===== config.mk =====
export PLATFORM = sky130hd
export DESIGN_NAME = array_index_writer
export DESIGN_NICKNAME = d
export VERILOG_FILES = /design/src/rtl/array_index_pkg.sv /design/src/rtl/array_index_eval.sv /design/src/rtl/array_index_writer.sv
export SDC_FILE = /design/constraint.sdc
export NUM_CORES = 2
export LEC_CHECK = 0
export CAP_MARGIN = 20
export CORE_UTILIZATION = 50
export DETAILED_ROUTE_END_ITERATION = 8
export PLACE_DENSITY = 0.67
export SYNTH_ARGS = -nofsm -noshare
export SYNTH_HDL_FRONTEND = slang
export SYNTH_SLANG_ARGS = --single-unit

===== constraint.sdc =====
create_clock -name clk -period 37.2 [get_ports clk]
set_clock_uncertainty 0.15 [all_clocks]
set_input_delay 7.44 -clock clk [delete_from_list [all_inputs] [get_ports clk]]
set_output_delay 7.44 -clock clk [all_outputs]
set_load 0.02 [all_outputs]

===== src/rtl/array_index_pkg.sv =====
`default_nettype none
// ============================================================================
//  Module      : array_index_pkg
//  Description : Shared types and helpers for the array_index_writer block:
//                index-op encoding, FSM states, default dimensions and the
//                row-major linear address helper.
//  Revision    : 1.0 - initial release
// ============================================================================
package array_index_pkg;

    // Per-dimension index operation; codes 5-7 are reserved
    typedef enum logic [2:0] {
        OP_CUR      = 3'd0,
        OP_PRE_INC  = 3'd1,
        OP_POST_INC = 3'd2,
        OP_PRE_DEC  = 3'd3,
        OP_POST_DEC = 3'd4
    } idx_op_e;

    // Command sequencer states
    typedef enum logic [2:0] {
        S_IDLE = 3'd0,
        S_IDX0 = 3'd1,
        S_IDX1 = 3'd2,
        S_IDX2 = 3'd3,
        S_RESP = 3'd4
    } state_e;

    localparam int DEF_D0 = 2;
    localparam int DEF_D1 = 3;
    localparam int DEF_D2 = 4;
    localparam int DEF_W  = 32;

    // Row-major linear address: i0*D1*D2 + i1*D2 + i2
    function automatic logic [31:0] lin_addr(
        input logic [31:0] i0,
        input logic [31:0] i1,
        input logic [31:0] i2,
        input logic [31:0] d1,
        input logic [31:0] d2
    );
        return (i0 * d1 * d2) + (i1 * d2) + i2;
    endfunction

endpackage : array_index_pkg
`default_nettype wire


===== src/rtl/array_index_eval.sv =====
`default_nettype none
// ============================================================================
//  Module      : array_index_eval
//  Description : Combinational evaluation of one index expression: applies
//                the op's side effect to pos, yields the index value, its
//                range status against the dimension size and a reserved-op
//                flag.
//  Revision    : 1.0 - initial release
// ============================================================================
module array_index_eval
    import array_index_pkg::*;
(
    input  logic [2:0]         op,
    input  logic signed [31:0] pos,
    input  logic signed [31:0] dim,
    output logic signed [31:0] index,
    output logic signed [31:0] next_pos,
    output logic               in_range,
    output logic               op_err
);

    // Apply pre/post increment/decrement; reserved codes behave as CUR
    always_comb begin
        index    = pos;
        next_pos = pos;
        op_err   = 1'b0;
        case (op)
            OP_CUR: begin
            end
            OP_PRE_INC: begin
                next_pos = pos + 32'sd1;
                index    = pos + 32'sd1;
            end
            OP_POST_INC: begin
                next_pos = pos + 32'sd1;
            end
            OP_PRE_DEC: begin
                next_pos = pos - 32'sd1;
                index    = pos - 32'sd1;
            end
            OP_POST_DEC: begin
                next_pos = pos - 32'sd1;
            end
            default: begin
                op_err = 1'b1;
            end
        endcase
    end

    assign in_range = (index >= 32'sd0) && (index < dim);

endmodule : array_index_eval
`default_nettype wire


===== src/rtl/array_index_writer.sv =====
`default_nettype none
// ============================================================================
//  Module      : array_index_writer
//  Description : Sequenced writer into a D0 x D1 x D2 array. Each dimension's
//                index is evaluated in its own cycle against a shared signed
//                position register with pre/post inc/dec side effects. A
//                guard bit short-circuits evaluation. Independent registered
//                read port.
//  Revision    : 1.0 - initial release
// ============================================================================
module array_index_writer
    import array_index_pkg::*;
#(
    parameter int D0 = DEF_D0,
    parameter int D1 = DEF_D1,
    parameter int D2 = DEF_D2,
    parameter int W  = DEF_W
)(
    input  logic                          clk,
    input  logic                          rst,
    input  logic                          cmd_valid,
    output logic                          cmd_ready,
    input  logic                          cmd_guard,
    input  logic                          cmd_pos_set,
    input  logic signed [31:0]            cmd_pos,
    input  logic [2:0]                    cmd_op0,
    input  logic [2:0]                    cmd_op1,
    input  logic [2:0]                    cmd_op2,
    input  logic [W-1:0]                  cmd_data,
    output logic                          resp_valid,
    output logic                          resp_wrote,
    output logic                          resp_err,
    output logic signed [31:0]            resp_pos,
    input  logic                          rd_en,
    input  logic [$clog2(D0*D1*D2)-1:0]   rd_addr,
    output logic [W-1:0]                  rd_data
);

    localparam int c_DEPTH = D0 * D1 * D2;
    localparam int c_AW    = $clog2(c_DEPTH);

    state_e             r_state;
    state_e             w_state_next;
    logic signed [31:0] r_pos;
    logic [2:0]         r_op0, r_op1, r_op2;
    logic [W-1:0]       r_data;
    logic signed [31:0] r_idx0, r_idx1;
    logic               r_err;
    logic               r_wrote;
    logic [W-1:0]       r_mem [c_DEPTH];
    logic [W-1:0]       r_rd_data;

    logic               w_accept;
    logic [2:0]         w_op;
    logic signed [31:0] w_dim;
    logic signed [31:0] w_index;
    logic signed [31:0] w_next_pos;
    logic               w_in_range;
    logic               w_op_err;
    logic               w_commit;
    logic [31:0]        w_lin;
    logic [c_AW-1:0]    w_waddr;
    logic               w_rd_ok;
    logic               w_unused_lin;

    assign cmd_ready = (r_state == S_IDLE) && !rst;
    assign w_accept  = cmd_valid && cmd_ready;

    // Select the op and dimension size for the dimension being evaluated
    always_comb begin
        w_op  = r_op0;
        w_dim = 32'(D0);
        case (r_state)
            S_IDX1: begin
                w_op  = r_op1;
                w_dim = 32'(D1);
            end
            S_IDX2: begin
                w_op  = r_op2;
                w_dim = 32'(D2);
            end
            default: begin
            end
        endcase
    end

    // Single evaluator shared by the three index cycles
    array_index_eval u_eval (
        .op       (w_op),
        .pos      (r_pos),
        .dim      (w_dim),
        .index    (w_index),
        .next_pos (w_next_pos),
        .in_range (w_in_range),
        .op_err   (w_op_err)
    );

    // The write happens only when all three indices are legal and no op was reserved
    assign w_commit     = (r_state == S_IDX2) && !r_err && !w_op_err && w_in_range;
    assign w_lin        = lin_addr(r_idx0, r_idx1, w_index, 32'(D1), 32'(D2));
    assign w_waddr      = w_lin[c_AW-1:0];
    assign w_unused_lin = ^w_lin[31:c_AW];

    // FSM state register
    always_ff @(posedge clk or posedge rst) begin
        if (rst) r_state <= S_IDLE;
        else     r_state <= w_state_next;
    end

    // FSM next-state: guarded commands walk IDX0..IDX2, unguarded go straight to RESP
    always_comb begin
        w_state_next = r_state;
        case (r_state)
            S_IDLE:  if (w_accept) w_state_next = cmd_guard ? S_IDX0 : S_RESP;
            S_IDX0:  w_state_next = S_IDX1;
            S_IDX1:  w_state_next = S_IDX2;
            S_IDX2:  w_state_next = S_RESP;
            S_RESP:  w_state_next = S_IDLE;
            default: w_state_next = S_IDLE;
        endcase
    end

    // Command capture, pos side effects, index latching and status accumulation
    always_ff @(posedge clk or posedge rst) begin
        if (rst) begin
            r_pos   <= '0;
            r_op0   <= '0;
            r_op1   <= '0;
            r_op2   <= '0;
            r_data  <= '0;
            r_idx0  <= '0;
            r_idx1  <= '0;
            r_err   <= 1'b0;
            r_wrote <= 1'b0;
        end else begin
            case (r_state)
                S_IDLE: begin
                    if (w_accept) begin
                        // The pos load applies even when the guard short-circuits
                        if (cmd_pos_set) r_pos <= cmd_pos;
                        r_op0   <= cmd_op0;
                        r_op1   <= cmd_op1;
                        r_op2   <= cmd_op2;
                        r_data  <= cmd_data;
                        r_err   <= 1'b0;
                        r_wrote <= 1'b0;
                    end
                end
                S_IDX0: begin
                    r_pos  <= w_next_pos;
                    r_idx0 <= w_index;
                    r_err  <= r_err | w_op_err | !w_in_range;
                end
                S_IDX1: begin
                    r_pos  <= w_next_pos;
                    r_idx1 <= w_index;
                    r_err  <= r_err | w_op_err | !w_in_range;
                end
                S_IDX2: begin
                    r_pos   <= w_next_pos;
                    r_err   <= r_err | w_op_err | !w_in_range;
                    r_wrote <= w_commit;
                end
                default: begin
                end
            endcase
        end
    end

    // Array storage: every element resets to its own linear index
    always_ff @(posedge clk or posedge rst) begin
        if (rst) begin
            for (int k = 0; k < c_DEPTH; k++) r_mem[k] <= W'(k);
        end else if (w_commit) begin
            r_mem[w_waddr] <= r_data;
        end
    end

    assign w_rd_ok = (32'(rd_addr) < 32'(c_DEPTH));

    // Registered read port; same-cycle write is not forwarded, so the old value returns
    always_ff @(posedge clk or posedge rst) begin
        if (rst)        r_rd_data <= '0;
        else if (rd_en) r_rd_data <= w_rd_ok ? r_mem[rd_addr] : '0;
    end

    assign rd_data    = r_rd_data;
    assign resp_valid = (r_state == S_RESP);
    assign resp_wrote = (r_state == S_RESP) && r_wrote;
    assign resp_err   = (r_state == S_RESP) && r_err;
    assign resp_pos   = r_pos;

endmodule : array_index_writer
`default_nettype wire


==> results.sh <==
export IMPL_ys_flop_type="dfrtp_1"
export IMPL_setup_viol=0
export IMPL_die_h_um=292.0
export IMPL_drc=1
export IMPL_yosysTopAreaCell="dfrtp_1"
export IMPL_p_per_area_nw_per_um2=58.08
export IMPL_cp_common_cell="clkdlybuf4s50_1"
export IMPL_fin_crit_ns=16.78
export IMPL_maxCapViolCount=0
export IMPL_final_nets=3087
export IMPL_n_antenna_cell=0
export IMPL_start_util=0.5042
export IMPL_worst_pin_slew_ns=1.088
export IMPL_cpMaxStageDelayCell="clkdlybuf4s50_1"
export IMPL_hpwl_um=60780
export IMPL_p_int_mw=1.847
export IMPL_die_x_um=292.0
export IMPL_synth_top_family_by_area="multiplexers"
export IMPL_synth_simple_area_share=0.03739
export IMPL_drt_initial_drc_count=1759
export IMPL_gp_congestion=0.8667
export IMPL_rsz0062_at_grt="no"
export IMPL_vias_per_cell=6.197
export IMPL_yosys_register_bits=884
export IMPL_wl_per_cell_um=25.70
export IMPL_cts_made_buffers=95
export IMPL_layout_drive_gt1_share=0.3396
export IMPL_ys_warn_count=0
export IMPL_synth_edf_count=0
export IMPL_required_ns=29.61
export IMPL_die_area_sq_um=85290
export IMPL_fp_row_count=106
export IMPL_synth_xor_area_share=0.007318
export IMPL_hold_violations=0
export IMPL_synthDistinctLibCells=71
export IMPL_slew_headroom=0.2712
export IMPL_synth_area_sq_um=42060
export IMPL_fillCellCount=6564
export IMPL_h_tree_depth=3
export IMPL_grt_pass1_wl_um=166000
export IMPL_cts_hold_buf=0
export IMPL_root_buffer="clkbuf_16"
export IMPL_synth_area_leaders="dfrtp_1 (49%), mux2_2 (15%), mux4_2 (10%)"
export IMPL_setup_tns_ns=0
export IMPL_violations="design-rule violations"
export IMPL_fmax_mhz=59.61
export IMPL_syn_inst=2956
export IMPL_critPathKind="in -> out"
export IMPL_io_buffer_count=151
export IMPL_sw_frac_of_total=0.3326
export IMPL_p_clk_frac=0.353
export IMPL_net_switching_power_mw=0.9205
export IMPL_ant_nets=0
export IMPL_grt_use_total=0.2544
export IMPL_grt_pass1_vias=27260
export IMPL_critical_path_max_stage_delay_ns=0.73
export IMPL_cts_tree="done"
export IMPL_coreArea_sq_um=83420
export IMPL_clk_latency_ns=0.66
export IMPL_dp_worst_setup_slack_ns=20.41
export IMPL_cts_buffer_depth=3
export IMPL_synthAdderAreaFrac=0.002737
export IMPL_finalWirelength_um=106600
export IMPL_vias=25710
export IMPL_layout_setup_ws_ns=20.42
export IMPL_ioPinCount=152
export IMPL_crit_path_max_fanout=4
export IMPL_seq_area_frac_synth=0.5275
export IMPL_critPathLaunchType="primary input"
export IMPL_synth_mux_area_frac=0.3482
export IMPL_fin_crit_sh=0.4510
export IMPL_hp_class="reg -> reg"
export IMPL_ir_drop_v=0.00004925
export IMPL_gr_total_overflow=0
export IMPL_first_pass_iters=7
export IMPL_cellLeakagePower_nw=22.62
export IMPL_antenna_found_initial=0
export IMPL_drv_slew=0
export IMPL_synth_compound_area_share=0.04548
export IMPL_grt_max_degree=134
export IMPL_cts_setup_buffers=0
export IMPL_crit_path_cell_trace="clkdlybuf4s50_1, nor4_1, clkdlybuf4s50_1"
export IMPL_clkSlewWorstSetupHoldPaths_ns=0.06
export IMPL_syn_nets=3048
export IMPL_synth_top_area_share=0.4950
export IMPL_worstPathArrival_ns=9.19
export IMPL_cts_sinks=884
export IMPL_status="finished, violations left"
export IMPL_p_seq_frac=0.432
export IMPL_cts_resized=0
export IMPL_syn2layout_area_growth_pct=13.27
export IMPL_synthArstFlopShare=1.000
export IMPL_pwr_share_comb=0.214
export IMPL_synth_avg_cell_area_sq_um=14.23
export IMPL_end_kind="output port"
==> power groups by stage <==
| stage | registers [mW] | logic, mW | clock network [mW] |
|---|---|---|---|
| global route | 1.22 | 0.644 | 1.04 |
| global placement | 1.20 | 0.568 | 0 |
| floorplan | 1.10 | 0.498 | 0 |
| finish | 1.20 | 0.593 | 0.978 |
| CTS | 1.20 | 0.588 | 0.996 |
| detailed placement | 1.21 | 0.586 | 0 |
==> kinds of logic (layout without fill, tap and decap cells) <==
kind of cell	after synthesis	in the layout
fa+ha+maj	8	8
simple gates	304	304
compound gates	286	286
xor+xnor	32	32
flops	884	884
mux	1121	1121
buf+inv	321	433
==> state kept, by name (all words and copies together) (netlist names), 32 cells and up <==
name,flops
r_mem,768
r_data,32
resp_pos,32
rd_data,32
==> layer usage <==
layer	track usage	up-vias	routed length (um)
met4	0.06855	0	2540
met1	0.3524	13820	46950
li1	-	11100	-
met5	0	-	0
met3	0.03197	156	4133
met2	0.4244	631	52970
==> worst max-delay path, delay by kind of cell <==
kind | cells | cell delay [ns]
AND/OR/NAND/NOR | 1 | 0.51
buffers and inverters | 2 | 1.24
==> worst paths after layout <==
| path | from | to | slack (ns) | depth (start not counted) |
|---|---|---|---|---|
| max | rst | cmd_ready | 20.42 | 3 |
| max in group asynchronous | rst | r_mem[70] | 26.57 | 6 |
| min | r_mem[313] | r_mem[313] | 0.33 | 1 |
| min in group asynchronous | rst | r_op1[2] | 7.18 | 2 |
| max reg2reg | r_state[2] | r_mem[255] | 30.61 | 14 |
| min reg2reg | r_mem[313] | r_mem[313] | 0.33 | 1 |
==> layout make-up <==
class | instances | area, sq um | area share
clock buffers | 134 | 2799 | 0.05874
clock inverters | 36 | 459.2 | 0.009638
inverters | 44 | 172.7 | 0.003624
multi-input cells | 1751 | 18590 | 0.3902
flip-flops and latches | 884 | 22190 | 0.4657
well taps | 1080 | 1351 | 0.02836
repair buffers | 219 | 2085 | 0.04375
==> cells in the mapped netlist (all sizes together) (13+ instances only) <==
master / n
dfrtp: 832
mux2: 818
mux4: 192
clkbuf: 164
buf: 113
mux2i: 111
o21ai: 88
nor2: 63
nand3: 58
dfstp: 52
nand2: 46
inv: 44
nor3: 43
a22oi: 37
a21oi: 30
xnor2: 25
o211ai: 24
nand4: 17
a31oi: 15
nor4: 15
o22ai: 13
==> metrics by stage <==
stage / hold slack (ns) / utilization / cell area [sq um] / total power [mW] / instances
6_report: 0.3340 / 0.5711 / 47650 / 2.767 / 4148
5_1_grt: 0.3510 / 0.5711 / 47650 / 2.896 / 4148
4_1_cts: 0.3383 / 0.5701 / 47560 / 2.780 / 4145
3_5_place_dp: 0.3255 / 0.5311 / 44310 / 1.798 / 3975
3_3_place_gp: 0.3135 / 0.5309 / 44290 / 1.767 / 3974
2_1_floorplan: 0.3033 / - / 42060 / 1.593 / 2956
==> cells in the final DEF (no fill, tap or decap), types with 6 or more instances in the layout <==
| cell | count |
|---|---|
| clkdlybuf4s50_1 | 145 |
| o21ai_0 | 86 |
| clkbuf_1 | 16 |
| clkinv_2 | 22 |
| mux2_2 | 552 |
| o31ai_1 | 8 |
| and3_1 | 9 |
| dfrtp_1 | 832 |
| o22ai_1 | 13 |
| o21a_1 | 12 |
| mux4_2 | 192 |
| a2bb2oi_1 | 9 |
| clkbuf_8 | 20 |
| ha_1 | 6 |
| o22a_1 | 11 |
| or4_1 | 9 |
| inv_1 | 43 |
| nand3_1 | 58 |
| nor3_1 | 42 |
| bufinv_16 | 10 |
| clkbuf_16 | 99 |
| a31oi_1 | 15 |
| a22oi_1 | 36 |
| nand2_1 | 45 |
| a21oi_1 | 29 |
| dfstp_2 | 52 |
| nand4_1 | 16 |
| o211ai_1 | 23 |
| mux2i_1 | 111 |
| nor4_1 | 15 |
| nor2_1 | 61 |
| xnor2_1 | 25 |
| mux2_1 | 266 |
| buf_4 | 64 |
No activity file was read; power rests on OpenSTA's default activity.
